[src/rtl/register_file_mp.sv]
// register_file_mp: multi-ported register file with a per-register scoreboard
// busy bit. Two combinational read ports, two write ports (B wins on an
// address collision), and one reservation port that sets a busy bit.
// Optional feature: define REGFILE_BYPASS_EN to forward same-cycle write
// data onto the read ports (port B over port A). The default build has no
// bypass, so reads show stored state only.

// One storage entry: data word plus its scoreboard busy bit.
module register_file_mp_entry #(
  parameter int DATA_W = 32
) (
  input  logic              Clk_i,
  input  logic              Rst_i,
  input  logic              wea_i,
  input  logic              web_i,
  input  logic [DATA_W-1:0] dina_i,
  input  logic [DATA_W-1:0] dinb_i,
  input  logic              rsv_i,
  output logic [DATA_W-1:0] data_o,
  output logic              busy_o
);
  logic [DATA_W-1:0] data_q, data_d;
  logic              busy_q, busy_d;

  // Next state: B write overrides A; a reservation overrides the write's busy clear.
  always_comb begin
    data_d = data_q;
    busy_d = busy_q;
    if (web_i)       data_d = dinb_i;
    else if (wea_i)  data_d = dina_i;
    if (wea_i || web_i) busy_d = 1'b0;
    if (rsv_i)          busy_d = 1'b1;
  end

  // State registers; reset clears data and busy at once, without waiting for a clock.
  always_ff @(posedge Clk_i or posedge Rst_i) begin
    if (Rst_i) begin
      data_q <= '0;
      busy_q <= 1'b0;
    end else begin
      data_q <= data_d;
      busy_q <= busy_d;
    end
  end

  assign data_o = data_q;
  assign busy_o = busy_q;
endmodule

module register_file_mp #(
  parameter int DATA_W   = 32,
  parameter int ADDR_W   = 5,
  parameter bit ZERO_REG = 1'b1
) (
  input  logic              Clk_i,
  input  logic              Rst_i,
  input  logic [ADDR_W-1:0] Adr1_i,
  input  logic [ADDR_W-1:0] Adr2_i,
  output logic [DATA_W-1:0] Dout1_o,
  output logic [DATA_W-1:0] Dout2_o,
  output logic              Busy1_o,
  output logic              Busy2_o,
  input  logic [ADDR_W-1:0] AwrA_i,
  input  logic [ADDR_W-1:0] AwrB_i,
  input  logic [DATA_W-1:0] DinA_i,
  input  logic [DATA_W-1:0] DinB_i,
  input  logic              WrEnA_i,
  input  logic              WrEnB_i,
  input  logic              Rsv_i,
  input  logic [ADDR_W-1:0] RsvAdr_i
);
  localparam int DEPTH = 2 ** ADDR_W;

  logic [DEPTH-1:0][DATA_W-1:0] rd_data;
  logic [DEPTH-1:0]             rd_busy;

  // One entry per address; entry 0 is a constant zero when ZERO_REG is set,
  // so writes and reservations aimed at it simply have nowhere to land.
  for (genvar i = 0; i < DEPTH; i++) begin : g_ent
    if (ZERO_REG && i == 0) begin : g_zero
      assign rd_data[i] = '0;
      assign rd_busy[i] = 1'b0;
    end else begin : g_reg
      logic wea, web, rsv;
      assign wea = WrEnA_i && (AwrA_i   == ADDR_W'(i));
      assign web = WrEnB_i && (AwrB_i   == ADDR_W'(i));
      assign rsv = Rsv_i   && (RsvAdr_i == ADDR_W'(i));
      register_file_mp_entry #(.DATA_W(DATA_W)) u_entry (
        .Clk_i  (Clk_i),
        .Rst_i  (Rst_i),
        .wea_i  (wea),
        .web_i  (web),
        .dina_i (DinA_i),
        .dinb_i (DinB_i),
        .rsv_i  (rsv),
        .data_o (rd_data[i]),
        .busy_o (rd_busy[i])
      );
    end
  end

`ifdef REGFILE_BYPASS_EN
  // Forwarding mux: same-cycle write data beats stored data, B beats A.
  // Suppressed during reset and for the hardwired zero register.
  function automatic logic [DATA_W-1:0] fwd(
    input logic [ADDR_W-1:0] adr,
    input logic [DATA_W-1:0] stored,
    input logic              rst,
    input logic              wea,
    input logic [ADDR_W-1:0] awra,
    input logic [DATA_W-1:0] dina,
    input logic              web,
    input logic [ADDR_W-1:0] awrb,
    input logic [DATA_W-1:0] dinb
  );
    logic [DATA_W-1:0] r;
    r = stored;
    if (!rst && !(ZERO_REG && adr == '0)) begin
      if (web && awrb == adr)      r = dinb;
      else if (wea && awra == adr) r = dina;
    end
    return r;
  endfunction

  // Read ports with write-data forwarding.
  always_comb begin
    Dout1_o = fwd(Adr1_i, rd_data[Adr1_i], Rst_i, WrEnA_i, AwrA_i, DinA_i,
                  WrEnB_i, AwrB_i, DinB_i);
    Dout2_o = fwd(Adr2_i, rd_data[Adr2_i], Rst_i, WrEnA_i, AwrA_i, DinA_i,
                  WrEnB_i, AwrB_i, DinB_i);
  end
`else
  // Read ports show stored state only; a write appears after its clock edge.
  always_comb begin
    Dout1_o = rd_data[Adr1_i];
    Dout2_o = rd_data[Adr2_i];
  end
`endif

  // Busy bits are never forwarded: they always reflect stored scoreboard state.
  always_comb begin
    Busy1_o = rd_busy[Adr1_i];
    Busy2_o = rd_busy[Adr2_i];
  end
endmodule

[config.mk]
export PLATFORM = sky130hd
export DESIGN_NAME = register_file_mp
export DESIGN_NICKNAME = d
export VERILOG_FILES = /design/src/rtl/register_file_mp.sv
export SDC_FILE = /design/constraint.sdc
export NUM_CORES = 2
export LEC_CHECK = 0
export ABC_CLOCK_PERIOD_IN_PS = 40800
export BUFFER_PORTS_ARGS = -buffer_cell sky130_fd_sc_hd__buf_4
export CORE_AREA = 4 4 405 407
export DETAILED_ROUTE_END_ITERATION = 6
export DIE_AREA = 0 0 409 411
export SETUP_SLACK_MARGIN = 0.02
export SLEW_MARGIN = 20
export SYNTH_ARGS = -nofsm -noshare
export SYNTH_HDL_FRONTEND = slang
export SYNTH_SLANG_ARGS = --single-unit
[constraint.sdc]
create_clock -name Clk_i -period 40.8 [get_ports Clk_i]
set_clock_uncertainty 0.15 [all_clocks]
set_input_delay 2.04 -clock Clk_i [delete_from_list [all_inputs] [get_ports Clk_i]]
set_output_delay 2.04 -clock Clk_i [all_outputs]
set_load 0.02 [all_outputs]
==> results by group <==
Outcome
  – Outcome: complete, no violations

Setup path
  – WP data arrival: 6.01 ns
  – Critical path startpoint category: primary input
  – Worst R2R Start: g_ent[12].g_reg.u_entry.data_o[25]
  – Setup slack, reg-to-reg: 39.79 ns
  – CP max stage cell: o31ai_1
  – Endpoint class of the critical path: primary output
  – R2R depth: 2
  – Cell mode on critical path: buf_4
  – Crit Path Max Fanout: 39
  – Largest stage delay, worst path: ~0.83 ns
  – WS Path Type: primary input to primary output
  – CP cell instances: buf_6 > buf_4 > nand2_2 > buf_4 > o22ai_1 > a211oi_1 > o31ai_1 > buf_4
  – Worst EP required: 38.61 ns
  – FF-to-FF End: g_ent[12].g_reg.u_entry.data_o[25]
  – Critical Path Start: Adr2_i[1]

Hold path
  – Worst Hold End: g_ent[15].g_reg.u_entry.busy_o
  – Worst min-delay path class: register to register
  – Hold depth: 2
  – Hold_sp: g_ent[15].g_reg.u_entry.busy_o

Synthesis
  – Synth Area in Compound Gates: between 10% and 20%
  – Sequential-to-total area share from yosys stat: between 40% and 50%
  – Cell variety after synth: 40
  – Multiplexer share of the synthesized area: ~34%
  – Adder-cell share of the synthesized area: 0%
  – Register bit count reported by yosys: about 1000
  – XOR/XNOR Fraction of Synth Area: 0%
  – Mapped Cells: between 6000 and 7000
  – Post-Synth Simple-Gate Area: a little under 8%
  – Mean Syn Cell Area: 10.45 sq um
  – Mapped Area: about 64000 sq um
  – Post-Syn Nets: between 6000 and 7000
  – Main combinational cell family by area after synthesis: multiplexers
  – Syn. warnings: 0

Cells and area
  – Leading cell type in the layout, fill and taps excluded: mux2i_1
  – Layout cells sized above 1: around 17%
  – Nets: between 5000 and 6000
  – Post-route cell area: 70110 sq um
  – Multi-input gate area: approximately 36000 sq um
  – Fill cells: between 10000 and 15000
  – Synthesis-to-layout area growth: 9.707%
  – Most frequent cells in the layout: mux2i_1, dfrtp_1, nor2_1, a21oi_1, nand2_1
  – Sequential cell area: roughly 26000 sq um

Route
  – Via count: between 50000 and 60000
  – Residual DRC: 0
  – Initial DRC Count: approximately 6900
  – Antenna viol nets, final: 0
  – Final wirelength: 252600 um
  – Vias per cell: 6.392
  – Routed len/inst: around 31 um
  – Drt pass-1 iters: 6

STA
  – Final setup vio count: 0
  – RSZ-0062 raised after global routing: false
  – Period utilization: approximately a fifth
  – TNS Setup: 0 ns
  – Relative slew slack: around a fifth
  – Slew Viols, Final: 0
  – Min cycle time layout: ~8 ns
  – Max Clk Rate: 0.1219 GHz
  – Endpoints failing hold: 0
  – Transition time at the pin with the least slew margin: approximately 1.2 ns

Global routing
  – All-layer global routing usage: between 20 and 30%
  – Largest net degree at the start of global routing: ~160
  – Met1 usage: approximately two fifths
  – M2 GR Usage: between 40% and 50%
  – Gr ovfl total: 0
  – Routing usage on met3: 7.848%
  – Initial antenna violation count: 16
  – First-pass GRT wire length: between 300000 and 400000 um
  – Vias in the first global route: 50140
  – Grt peak-use layer: met2

Clocking
  – CTS Root Cell: clkbuf_16
  – TritonCTS clock tree: built
  – Clk sinks: between 1000 and 1500
  – CTS Buf Count: 115
  – Setup bufs post-CTS: 0
  – CTS H-tree depth: 3
  – Reg clk slew, reported paths: 0.06 ns
  – Skew-Pair Late Insertion Delay: between 0.7 and 0.8 ns
  – Hold-fix buffers at CTS: 0
  – Resize count post-CTS: 0
  – Clk buf depth: 3

Die
  – Die X: between 400 and 500 um
  – Placement Rows: between 100 and 150
  – Initial core utilization: roughly 40%
  – I/O pins: 160
  – Die Y: roughly 410 um
  – Core ar.: around 160000 sq um
  – Die Area: between 150000 and 200000 sq um

Power and ir drop
  – PwrDens: approximately 50 nW/um^2
  – Leak: around 31 nW
  – Worst IR Drop VDD: 36.62 uV

Place
  – Hpwl dp: 139100 um
  – RD Place Congestion: about 0.83
  – IO Port Bufs: 159
  – DP Area: 66050 sq um

Job
  – Max_cap viols: 0
[critical path: cells and delay by family]
family	cells	cell delay (ns)
buffers and inverters	4	2.04
AOI/OAI and AO/OA	3	1.15
and+or+nand+nor	1	0.66
[worst max-delay path by stage]
stage	to	cells past startpoint
floorplan	g_ent[10].g_reg.u_entry.busy_o	1
global placement	Dout2_o[0]	8
detailed placement	Dout2_o[1]	8
CTS	Dout2_o[1]	8
global route	Dout2_o[31]	8
finish	Dout2_o[0]	8
[power breakdown]
part           leakage, nW  switching [W]  total, W  internal, W
combinational         16.1       0.000414  0.000881     0.000467
clock                 1.99       0.000465   0.00113     0.000664
sequential            12.5       0.000210   0.00149      0.00129
total                 30.6        0.00109   0.00351      0.00242
[state kept, by name, indices dropped and copies added, names as in the netlist]
name,flops
g_ent.g_reg.u_entry.data_o,992
g_ent.g_reg.u_entry.busy_o,31
[stage by stage]
step | hold slack [ns] | util, % | std cells | setup WS, ns | power, W
2_1_floorplan | 0.3544 | - | 6117 | 9.822 | 0.002121
3_3_place_gp | 0.3705 | 41.21 | 7803 | 32.66 | 0.002338
3_5_place_dp | 0.3870 | 41.23 | 7804 | 32.68 | 0.002377
4_1_cts | 0.3970 | 43.74 | 8016 | 32.66 | 0.003500
5_1_grt | 0.4206 | 43.76 | 8017 | 32.34 | 0.003669
6_report | 0.4057 | 43.77 | 8022 | 32.60 | 0.003505
[cell usage after synthesis]
| cell | count | area share, % |
|---|---|---|
| buf_1 | 48 | 0.28 |
| or3_1 | 3 | 0.029 |
| o21ai_1 | 67 | 0.52 |
| dfrtp_1 | 1023 | 40 |
| nor3_1 | 4 | 0.031 |
| nor3b_1 | 2 | 0.023 |
| buf_4 | 21 | 0.25 |
| a21oi_1 | 512 | 4.0 |
| nor2_1 | 529 | 3.1 |
| and4bb_2 | 2 | 0.039 |
| and4_1 | 1 | 0.014 |
| nand3_1 | 4 | 0.031 |
| clkbuf_1 | 503 | 3.0 |
| and3_1 | 4 | 0.039 |
| buf_2 | 155 | 1.2 |
| mux4_2 | 396 | 14 |
| a211oi_1 | 66 | 0.78 |
| o2bb2ai_1 | 3 | 0.041 |
| o22ai_1 | 66 | 0.65 |
| nand2_1 | 538 | 3.2 |
| o21ai_0 | 491 | 3.8 |
| nand4bb_1 | 3 | 0.053 |
| nor2b_1 | 14 | 0.14 |
| o31ai_1 | 66 | 0.78 |
| buf_6 | 3 | 0.053 |
| and4b_1 | 3 | 0.047 |
| nor2_2 | 8 | 0.078 |
| nor3_2 | 1 | 0.016 |
| nand4b_1 | 3 | 0.041 |
| nand4_1 | 1 | 0.0098 |
| and2_1 | 79 | 0.77 |
| nor4bb_1 | 1 | 0.016 |
| nor4b_1 | 2 | 0.027 |
| inv_1 | 15 | 0.088 |
| a32o_1 | 16 | 0.25 |
| nand2b_1 | 7 | 0.069 |
| or2_2 | 3 | 0.029 |
| a22o_1 | 197 | 2.7 |
| mux2i_1 | 1192 | 19 |
| mux2_2 | 65 | 1.1 |
[metal layers]
| layer | up-vias | part of all wire, % | wire (um) |
|---|---|---|---|
| met2 | 3179 | 44 | 112200 |
| met4 | 12 | 5.4 | 13710 |
| met3 | 752 | 11 | 28240 |
| li1 | 21640 | - | - |
| met1 | 25690 | 39 | 98390 |
| met5 | - | 0.032 | 80 |
[logic make-up (layout without fill, tap and decap cells)]
logic type,Yosys count,after routing
multiplexers,1653,1653
AO/OA/AOI/OAI,1484,1484
AND/OR/NAND/NOR,1212,1212
flip-flops,1023,1023
buffers and inverters,745,484
other,0,6
[final cells by class]
| cell class | instances | area share (%) |
|---|---|---|
| well taps | 2160 | 3.855 |
| diodes | 6 | 0.02141 |
| flip-flops and latches | 1023 | 36.51 |
| inverters | 15 | 0.09101 |
| clock buffers | 167 | 4.843 |
| clock inverters | 45 | 0.9012 |
| repair buffers | 257 | 2.912 |
| multi-input cells | 4349 | 50.86 |
(Power assumes the default switching activity.)
